<file path="src/rtl/vector_lsu.sv">
// Vector load/store unit: moves LANES 32-bit words between a vector register and data memory, one lane per cycle.
// Optional feature: define VLSU_STRIDE_EN to add a run-time stride port; otherwise lanes are STRIDE_DEF bytes apart.
module vector_lsu #(
    parameter int          LANES      = 4,
    parameter logic [31:0] STRIDE_DEF = 32'd4
) (
    input  logic                  clk,
    input  logic                  reset,
    input  logic                  start,
    input  logic                  is_store,
    input  logic [31:0]           base_addr,
`ifdef VLSU_STRIDE_EN
    input  logic [31:0]           stride,
`endif
    input  logic [LANES*32-1:0]   store_vec,
    output logic                  busy,
    output logic                  done,
    output logic                  error,
    output logic [LANES*32-1:0]   load_vec,
    output logic [31:0]           mem_adr,
    output logic                  mem_we,
    output logic [31:0]           mem_wdata,
    input  logic [31:0]           mem_rdata
);

    localparam int LW = (LANES > 1) ? $clog2(LANES) : 1;

    typedef enum logic [1:0] {IDLE, ACCESS, DONE} state_t;

    state_t                state_q, state_d;
    logic [LW-1:0]         lane_q, lane_d;
    logic                  store_q, store_d;
    logic [31:0]           addr_q, addr_d;
    logic [LANES*32-1:0]   data_q, data_d;
    logic [LANES*32-1:0]   load_q, load_d;
    logic                  err_q, err_d;
    logic [31:0]           req_stride;
    logic [31:0]           cur_stride;

`ifdef VLSU_STRIDE_EN
    logic [31:0]           stride_q, stride_d;
    assign req_stride = stride;
    assign cur_stride = stride_q;
`else
    assign req_stride = STRIDE_DEF;
    assign cur_stride = STRIDE_DEF;
`endif

    always_comb begin
        state_d = state_q;
        lane_d  = lane_q;
        store_d = store_q;
        addr_d  = addr_q;
        data_d  = data_q;
        load_d  = load_q;
        err_d   = 1'b0;
`ifdef VLSU_STRIDE_EN
        stride_d = stride_q;
`endif
        case (state_q)
            IDLE: begin
                if (start) begin
                    // A misaligned request completes immediately with error and never touches memory.
                    if ((base_addr[1:0] != 2'b00) || (req_stride[1:0] != 2'b00)) begin
                        state_d = DONE;
                        err_d   = 1'b1;
                    end else begin
                        state_d = ACCESS;
                        lane_d  = '0;
                        store_d = is_store;
                        addr_d  = base_addr;
                        data_d  = store_vec;
`ifdef VLSU_STRIDE_EN
                        stride_d = stride;
`endif
                    end
                end
            end
            ACCESS: begin
                addr_d = addr_q + cur_stride;
                data_d = data_q >> 32;
                if (!store_q) begin
                    for (int i = 0; i < LANES; i++) begin
                        if (lane_q == LW'(i)) load_d[i*32 +: 32] = mem_rdata;
                    end
                end
                if (lane_q == LW'(LANES - 1)) begin
                    state_d = DONE;
                    lane_d  = '0;
                end else begin
                    lane_d = lane_q + LW'(1);
                end
            end
            DONE:    state_d = IDLE;
            default: state_d = IDLE;
        endcase
    end

    always_ff @(posedge clk) begin
        if (reset) begin
            state_q <= IDLE;
            lane_q  <= '0;
            store_q <= 1'b0;
            addr_q  <= '0;
            data_q  <= '0;
            load_q  <= '0;
            err_q   <= 1'b0;
`ifdef VLSU_STRIDE_EN
            stride_q <= '0;
`endif
        end else begin
            state_q <= state_d;
            lane_q  <= lane_d;
            store_q <= store_d;
            addr_q  <= addr_d;
            data_q  <= data_d;
            load_q  <= load_d;
            err_q   <= err_d;
`ifdef VLSU_STRIDE_EN
            stride_q <= stride_d;
`endif
        end
    end

    logic in_access;
    assign in_access = (state_q == ACCESS);

    assign busy      = (state_q != IDLE);
    assign done      = (state_q == DONE);
    assign error     = done & err_q;
    assign load_vec  = load_q;
    // Reset suppresses the write of the cycle it arrives in, so an aborted store stops immediately.
    assign mem_we    = in_access & store_q & ~reset;
    assign mem_adr   = in_access ? addr_q : 32'd0;
    assign mem_wdata = (in_access && store_q) ? data_q[31:0] : 32'd0;

endmodule

</file>
<file path="config.mk">
export PLATFORM = sky130hd
export DESIGN_NAME = vector_lsu
export DESIGN_NICKNAME = d
export VERILOG_FILES = /design/src/rtl/vector_lsu.sv
export SDC_FILE = /design/constraint.sdc
export NUM_CORES = 1
export LEC_CHECK = 0
export CORE_MARGIN = 4
export CORE_UTILIZATION = 48
export CTS_BUF_LIST = sky130_fd_sc_hd__clkbuf_8
export CTS_CLUSTER_DIAMETER = 150
export DETAILED_ROUTE_END_ITERATION = 12
export PLACE_DENSITY_LB_ADDON = 0.08
export SYNTH_ARGS = -nofsm -noshare
export SYNTH_HDL_FRONTEND = slang
export SYNTH_SLANG_ARGS = --single-unit
export TNS_END_PERCENT = 50
</file>
<file path="constraint.sdc">
create_clock -name clk -period 2.2 [get_ports clk]
set_input_delay 0.22 -clock clk [delete_from_list [all_inputs] [get_ports clk]]
set_output_delay 0.22 -clock clk [all_outputs]
set_load 0.02 [all_outputs]
</file>
Word-level counts from Yosys, hierarchy flattened
Cells that the tools add are included.

Register bits: 294. Input bits: 196. Word-level logic and storage cells: 59. Output and inout port bits: 196.

Reduce and logical (&&, ||, !) cells: 14. Bitwise logic cells: 8. Add/sub/neg operators: 2. Mux-type cells: 17. Equality and inequality tests: 8.

Operators by type and width (number): 128-bit two-way mux (2); 128-bit case mux with 2 select lines (1); 32-bit two-way mux (4); 32-bit case mux with 2 select lines (1); 32-bit by 3-bit adder with 32-bit output (second input constant) (1); 3-bit AND reduction (6); 2-bit two-way mux (6); 2-bit case mux with 2 select lines (2); 2-bit equality test (second input constant) (3); 2-bit nonzero test (3); 1-bit inverter (5); 2-bit by 1-bit equality test with 1-bit output (second input constant) (2); 2-bit logical NOT (2); 2-bit != test (second input constant) (2); 1-bit bitwise AND (3); 3-bit OR reduction (1); 2-bit by 1-bit adder with 2-bit output (second input constant) (1); 2-bit by 1-bit != test with 1-bit output (second input constant) (1); 2-bit AND reduction (1); 1-bit logical AND (1); 1-bit two-way mux (1).

Depth between registers and ports, before layout
Gate-level depths: netlist (run 1).

Depth after elaboration: 4. Depth in mapped cells: 8. Gate-level depth less buffers: 6.

Least setup slack after synthesis (run 1)
Ideal clock, no wire load.

Path type: reg2reg. Start: register addr_q[7]. End: register addr_q[23]. Library setup time: 0.065 ns. Data required time: 2.135 ns. Arrival: 1.697 ns. Cell stages (with the launch flop): 6. Period minus slack after synthesis: 1.762 ns. Buffers on the path: 0. Setup slack: 0.438 ns. Path through: dfxtp_1 > nand4_2 > or4_4 > nor4_2 > mux2_2 > nor2_1.

Longest elaborated chain between the ends: 2.

Ends and longest elaborated chain: start: declaration (line 33) `logic [31:0] addr_q, addr_d;`; start signal: assignment (line 115) `addr_q <= addr_d;`; 32-bit by 3-bit adder with 32-bit output (line 80) `addr_d = addr_q + cur_stride;`; 32-bit case mux with 2 select lines (line 60) `case (state_q)`.

Every way passes these cells. A chain may end at the register's enable or synchronous reset.

Final worst setup path (run 1)
Start: register state_q[1]. End: output mem_wdata[30].

Longest elaborated chain between the ends: 3.

Ends and longest elaborated chain: start: declaration (line 30) `state_t state_q, state_d;`; start signal: assignment (line 112) `state_q <= state_d;`; 2-bit by 1-bit equality test with 1-bit output (line 126) `assign in_access = (state_q == ACCESS);`; 1-bit logical AND (line 135) `assign mem_wdata = (in_access && store_q) ? data_q[31:0] : 32'd0;`; 32-bit two-way mux (line 135); end: declaration (line 22) `output logic [31:0] mem_wdata,`.

Every way passes these cells.

==> impl_results.md, run 1 <==
- CTS Buffer Depth: 3
- Syn nets: 1770
- Die Height: 168 um
- GRT Overall Usage: 28.1%
- Synth warnings: 0
- Register area share after synthesis: 48.2%
- Root Driver: clkbuf_8
- Multi-input gate area: 5780 um2
- MaxCap Viol Count: 0
- Vias in the first global route: 11.6k
- TritonCTS clock tree: yes
- CORE AREA: 25100 um2
- Buffers on Ports: 391
- Status: finished clean
- Area leader, netlist: dfxtp_1
- Post-route ant nets: 0
- Worst skew pair latency: 0.57 ns
- Dpl ws: 0.102 ns
- Count of cell types in the netlist: 49
- Post-route setup TNS: 0 ns
- Setup Viol. Count Final: 0
- GR Layer Usage met2: 44.3%
- DRC: 0
- GR peak layer: met2
- Placed cells: 2199
- Post-synth top cells: nand2_1, dfxtp_1, nor2_1
- Initial antenna violation count: 7
- Dominant cells by area after synthesis: dfxtp_1, nand2_1, a311oi_1
- Mapped Area: 12200 um2
- Slew Viols, Final: 0
- Worst setup margin: 0.0193 ns
- Clock tree sinks: 294
- Total CTS buffers: 48
- GP Congestion: 0.895
- Slew of the pin with the lowest slew margin: 0.890 ns
- Fmax: 459 MHz
- Detailed-route via count: 12.6k
- CP Launch Type: register
- Final setup skew: 0.0335 ns
- Total iterations of the first detailed-routing run: 7
- Final layout net count: 2123
- Post-route insts no fill: 2292
- Hold Worst Slack: 0.0617 ns
- Final design utilization: 69.7%
- Async S/R FF share, synth: 0%
- VDD IR max: 0.461 mV
- Area growth, synth to finish: 43.2%
- Worst min-delay path category: input port to register
- Design Area, Final: 17500 um2
- First DRT Iteration DRCs: 1154
- CP Max Fanout: 31
- Period utilisation layout: 99.1%
- Worst-path clk slew: 0.07 ns
- Layout cell share with drive strength beyond 1: 8.17%
- Placed Area: 16500 um2
- Critical-path cell with the highest stage delay: dfxtp_2
- Crit path arrival time: 1.96 ns
- Met1 Usage GRT: 38.5%
- Post-Syn Instances: 1569
- Synthesis-stage register bit count: 294
- DR vias/cell: 5.49
- Die Width: 168 um
- Met3 Use GR: 6.66%
- Critical-path cell list: nor2b_4 -> buf_12 -> bufbuf_16 -> and3_1 -> clkdlybuf4s15_2
- H-tree levels: 2
- Routed len/inst: 18.4 um
- Number of flops mapped to enable cells by yosys: 0
- Normalized max-slew margin: 40.7%
- Req. time, crit path: 1.98 ns
- RSZ-0062 raised after global routing: yes
- PD cells: 686 nW/um2
- CP max stage delay: 0.38 ns
- CP Capture Type: output port
- Initial core utilization: 48.6%
- DIE AREA: 28100 um2
- WL final: 42100 um
- Crit Path Class: register to output port
- Io pins: 392
- Tot Pwr: 12.0 mW
- Syn avg cell area: 7.79 um2
- Reg area: 5890 um2
- First-pass GRT wire length: 64500 um
- # rows: 58
- Top cell type's share of synthesized area: 48.2%
- Final hold violations: 0
- Fillers: 2117
- Hpwl dp: 29100 um
- Total congestion overflow: 0
- Largest net degree at the start of global routing: 204
- Post-route minimum period: 2.18 ns
- Dominant synthesized flop cell: dfxtp_1
- Count leader, synth: nand2_1
- Leakage power: 6.53 nW
[layer usage]
| metal | vias to the layer above | wire, um |
|---|---|---|
| li1 | 6105 | - |
| met2 | 565 | 19400 |
| met5 | - | 48 |
| met4 | 8 | 1030 |
| met1 | 5826 | 17800 |
| met3 | 72 | 3790 |
[cell families after synthesis]
kind of cell	share of synthesized area, %
AOI/OAI and AO/OA	18.0
xor gates and xnor gates	0.502
adders and majority gates	0.512
buffers and inverters	4.88
DFF	48.2
muxes	0.256
and+or+nand+nor	27.7
[where the power goes]
group | switching, mW | total [mW] | internal [mW]
logic | 0.750 | 1.47 | 0.724
clock network | 2.15 | 4.77 | 2.63
registers | 0.179 | 5.76 | 5.58
[sequential cells by signal, summed over array words and instances, names as in the netlist]
name	flops
data_q	128
store_q	1
err_q	1
addr_q	32
load_vec	128
state_q	2
lane_q	2
[layout make-up]
class,count,area share (%)
clock buffers,65,5.11
clock inverters,22,0.551
repair buffers,438,25.2
multi-input cells,1136,33.0
diodes,3,0.0429
inverters,4,0.0858
well taps,330,2.36
flip-flops and latches,294,33.6
[placed cells by master (no fill, tap or decap), drive strengths merged, types with 3 or more instances in the layout]
cell type      synthesis  final
o221ai                 3      3
or3                    5      5
and2                  38     38
buf                   62     48
xor2                   3      3
and3                  46     46
clkdlybuf4s15          0     31
nor4                   9      9
nand2                480    480
diode                  0      3
clkdlybuf4s50          0    324
nor3                   9      9
nor2                 159    159
a21oi                156    156
and4                   7      7
o311ai                 3      3
inv                    4     19
o21ai                 10     10
xnor2                  4      4
a31oi                  3      3
clkbuf                73     87
ha                     5      5
dfxtp                294    294
nand4                 11     11
o22ai                  9      9
dlygate4sd2            0     11
clkinv                 0      5
nand3                 16     16
a22oi                 41     41
a311oi                98     98
[path summary, 6_finish.rpt]
kind / slack [ns] / cells after the start / endpoint / startpoint
setup reg to reg: 0.16 / 7 / addr_q[28] / addr_q[2]
setup / recovery: 0.02 / 5 / mem_wdata[30] / state_q[1]
hold / removal: 0.06 / 2 / load_vec[120] / reset
hold reg to reg: 0.45 / 2 / load_vec[114] / load_vec[114]
[worst max-delay path, delay by kind of cell, from the launching register on]
| family | cells | cell delay [ns] |
|---|---|---|
| DFF | 1 | 0.38 |
| and+or+nand+nor | 2 | 0.31 |
| buffers and inverters | 3 | 0.72 |
[timing repair]
action | CTS | global route
gates cloned | 1 | 0
hold buffers | 0 | 0
setup buffers | 1 | 1
pin swaps | 0 | 1
gates resized for setup | 71 | 72
endpoints found under the setup margin | 64 | 56
Note: power is estimated with default switching activity, not from simulation.
==> run 2: changes to the inputs <==
- MAX_ROUTING_LAYER: default -> met4
- clock period: 2.2 -> 2.45 ns (I/O delays scaled with it)
==> impl_results.md, run 2 (synthesis gave the netlist of run 1 again) <==
- Final layout net count: 2110
- CP Max Fanout: 33
- Crit Path Class: register to output port
- Placed Area: 16300 um2
- Crit path arrival time: 2.13 ns
- First-pass GRT wire length: 63600 um
- Tot Pwr: 10.5 mW
- First DRT Iteration DRCs: 1353
- Uppermost layer routed: met4
- Worst skew pair latency: 0.56 ns
- Slew of the pin with the lowest slew margin: 0.678 ns
- WL final: 41500 um
- PD cells: 607 nW/um2
- CORE AREA: 25100 um2
- Critical-path cell with the highest stage delay: dfxtp_2
- Met3 wire len: 3550 um
- Vias in the first global route: 11.5k
- DR vias/cell: 5.48
- Area growth, synth to finish: 41.4%
- CTS Buffer Depth: 3
- Worst setup margin: 0.0783 ns
- Worst-path clk slew: 0.06 ns
- Total congestion overflow: 0
- Initial antenna violation count: 8
- CP Launch Type: register
- Fmax: 422 MHz
- Largest net degree at the start of global routing: 150
- Critical-path cell list: nor2b_4 -> buf_4 -> buf_4 -> bufbuf_16 -> and3_1 -> buf_2
- Design Area, Final: 17300 um2
- Buffers on Ports: 391
- Worst min-delay path category: input port to register
- MaxCap Viol Count: 0
- Final setup skew: 0.0330 ns
- Post-route minimum period: 2.37 ns
- Top cell by count, worst path: buf_4
- Routed len/inst: 18.2 um
- H-tree levels: 2
- Die Width: 168 um
- TritonCTS clock tree: yes
- Io pins: 392
- Detailed-route via count: 12.5k
- Die Height: 168 um
- Period utilisation layout: 96.8%
- Total CTS buffers: 48
- Post-route ant nets: 0
- Normalized max-slew margin: 54.8%
- Most common cell after layout, fill and taps aside: nand2_1
- RSZ-0062 raised after global routing: yes
- Initial core utilization: 48.6%
- Wire length on met2: 18900 um
- CP Capture Type: output port
- VDD IR max: 0.381 mV
- Total iterations of the first detailed-routing run: 6
- Leakage power: 6.72 nW
- Status: finished clean
- Most frequent cells in the layout: nand2_1, clkdlybuf4s50_1, dfxtp_1
- GRT Overall Usage: 28.5%
- Hold Worst Slack: 0.249 ns
- Root Driver: clkbuf_8
- Met1 Routed Length: 17900 um
- Req. time, crit path: 2.20 ns
- DRC: 0
- CP max stage delay: 0.39 ns
- Post-route setup TNS: 0 ns
- Dpl ws: 0.0843 ns
- # rows: 58
- Hpwl dp: 28400 um
- Setup Viol. Count Final: 0
- GP Congestion: 0.886
- DIE AREA: 28100 um2
- Slew Viols, Final: 0
- Clock tree sinks: 294
- Layout cell share with drive strength beyond 1: 5.87%
- Final hold violations: 0
run 2: layout make-up:
cell class | count | area [um2]
Fill cell | 2175 | 7840
Sequential cell | 294 | 5890
Multi-Input combinational cell | 1136 | 5760
Timing Repair Buffer | 425 | 4260
Clock buffer | 59 | 812
Tap cell | 330 | 413
Clock inverter | 24 | 93.8
Antenna cell | 10 | 25.0
Inverter | 4 | 15.0
run 2: worst max-delay path, delay by kind of cell, from the launching register on:
kind | cells | cell delay [ns]
buf+inv | 4 | 0.79
flops | 1 | 0.39
simple gates | 2 | 0.39
run 2: per-layer routing:
| layer | track usage (%) | up-vias |
|---|---|---|
| met4 | 8.86 | 0 |
| met5 | - | - |
| met3 | 6.37 | 79 |
| met2 | 43.4 | 561 |
| met1 | 38.1 | 5774 |
| li1 | - | 6086 |
run 2: stage by stage:
stage / utilization, % / instances
after global placement: 64.9 / 2184
after CTS: 68.5 / 2270
after global routing: 68.8 / 2280
after floorplan: - / 1569
final: 68.8 / 2282
after detailed placement: 64.9 / 2184
run 2: where the power goes:
part	internal, mW	total [mW]	switching [mW]	leakage (nW)
sequential	5.01	5.18	0.165	2.39
combinational	0.615	1.27	0.652	3.78
clock	2.15	4.04	1.88	0.548
run 2: repair_timing:
| action | CTS | global route |
|---|---|---|
| resized for setup | 60 | 11 |
| endpoints found under the hold margin | 2 | 0 |
| hold buffers | 1 | 0 |
| cloned | 1 | 0 |
| buffers inserted | 1 | 2 |
| endpoints found under the setup margin | 62 | 10 |
run 2: worst paths after layout:
path / startpoint / to / slack [ns] / cells after the start
max: state_q[0] / mem_we / 0.08 / 6
min: is_store / store_q / 0.25 / 3
max reg2reg: addr_q[2] / addr_q[22] / 0.38 / 6
min reg2reg: load_vec[29] / load_vec[29] / 0.45 / 2
==> run 3: changes to the inputs <==
- CORE_UTILIZATION: 48 -> 40
==> impl_results.md, run 3 (synthesis gave the netlist of run 1 again) <==
- Total iterations of the first detailed-routing run: 5
- Fmax: 427 MHz
- Slew of the pin with the lowest slew margin: 0.976 ns
- CP Capture Type: output port
- Worst setup margin: 0.106 ns
- MaxCap Viol Count: 0
- VDD IR max: 0.355 mV
- Dpl ws: 0.336 ns
- Detailed-route via count: 12.4k
- Routed len/inst: 18.4 um
- First-pass GRT wire length: 66300 um
- Wire length on met2: 20300 um
- Total congestion overflow: 0
- Buffers on Ports: 391
- DRC: 0
- Crit Path Class: register to output port
- Final layout net count: 2117
- Placed Area: 16500 um2
- Worst skew pair latency: 0.55 ns
- Post-route minimum period: 2.34 ns
- Design Area, Final: 17600 um2
- Most common cell after layout, fill and taps aside: nand2_1
- CP Launch Type: register
- GRT Overall Usage: 25.2%
- Normalized max-slew margin: 35.0%
- First DRT Iteration DRCs: 758
- Worst min-delay path category: input port to register
- Clock tree sinks: 294
- Post-route ant nets: 0
- TritonCTS clock tree: yes
- Layout cell share with drive strength beyond 1: 6.61%
- DIE AREA: 33400 um2
- Met3 wire len: 3270 um
- Vias in the first global route: 11.7k
- Final design utilization: 58.8%
- GP Congestion: 0.877
- Worst-path clk slew: 0.06 ns
- Initial antenna violation count: 6
- RSZ-0062 raised after global routing: no
- Largest net degree at the start of global routing: 207
- Most frequent cells in the layout: nand2_1, clkdlybuf4s50_1, dfxtp_1
- # rows: 63
- Final setup skew: 0.00970 ns
- Placed cells: 2252
- Setup Viol. Count Final: 0
- CORE AREA: 29900 um2
- DR vias/cell: 5.29
- Area growth, synth to finish: 43.7%
- Total CTS buffers: 50
- CP Max Fanout: 38
- Final hold violations: 0
- WL final: 43200 um
- Status: finished clean
- PD cells: 624 nW/um2
- CTS Buffer Depth: 3
- Crit path arrival time: 2.10 ns
- Initial core utilization: 40.9%
- Die Height: 183 um
- Io pins: 392
- Fillers: 2909
- Die Width: 183 um
- H-tree levels: 2
- Slew Viols, Final: 0
- Leakage power: 6.82 nW
- Req. time, crit path: 2.20 ns
- Met1 Routed Length: 18700 um
- Hpwl dp: 29900 um
- Root Driver: clkbuf_8
- Period utilisation layout: 95.7%
- Post-route insts no fill: 2347
- Uppermost layer routed: met4
- # hold bufs at CTS: 0
[run 3: metal layers]
layer  up-vias  GRT usage [%]
met4         0           6.93
met3        67           4.98
met2       485           39.7
met5         -              -
met1      5766           33.2
li1       6094              -
[run 3: stage by stage]
step	hold slack (ns)	setup TNS, ns	power (mW)
after CTS	0.121	-0.0973	11.0
final	0.151	0	10.9
after floorplan	0.381	0	5.90
after global routing	0.173	0	11.4
after detailed placement	0.446	0	6.55
after global placement	0.442	0	6.53
[run 3: layout make-up]
cell class                      count  area [um2]  area share (%)
Tap cell                          390         488            2.78
Inverter                            4        15.0          0.0855
Antenna cell                        6        15.0          0.0855
Clock inverter                     20         115           0.656
Sequential cell                   294        5890            33.5
Clock buffer                       67         922            5.25
Timing Repair Buffer              430        4350            24.8
Multi-Input combinational cell   1136        5760            32.8
[run 3: power by group]
group	internal (mW)	switching, mW
sequential	5.01	0.161
combinational	0.626	0.669
clock	2.53	1.95
[run 3: final timing paths]
kind / startpoint / end / slack [ns] / cells after the start
max reg2reg: state_q[0] / data_q[104] / 0.37 / 8
max: state_q[0] / mem_wdata[2] / 0.11 / 6
min reg2reg: load_vec[15] / load_vec[15] / 0.45 / 2
min: reset / addr_q[23] / 0.15 / 5
[run 3: what timing repair did]
action / CTS / global route
pin swaps: 0 / 0
gates resized for setup: 56 / 13
buffers inserted: 1 / 0
setup endpoints to repair: 64 / 12
gates cloned: 1 / 0
[run 3: worst max-delay path, cell delays in order (launching register included)]
cell and delay [ns]:
dfxtp_2 0.38, nor2b_4 0.27, buf_12 0.14, buf_16 0.19, buf_4 0.20, and3_1 0.22
buf_12 0.13
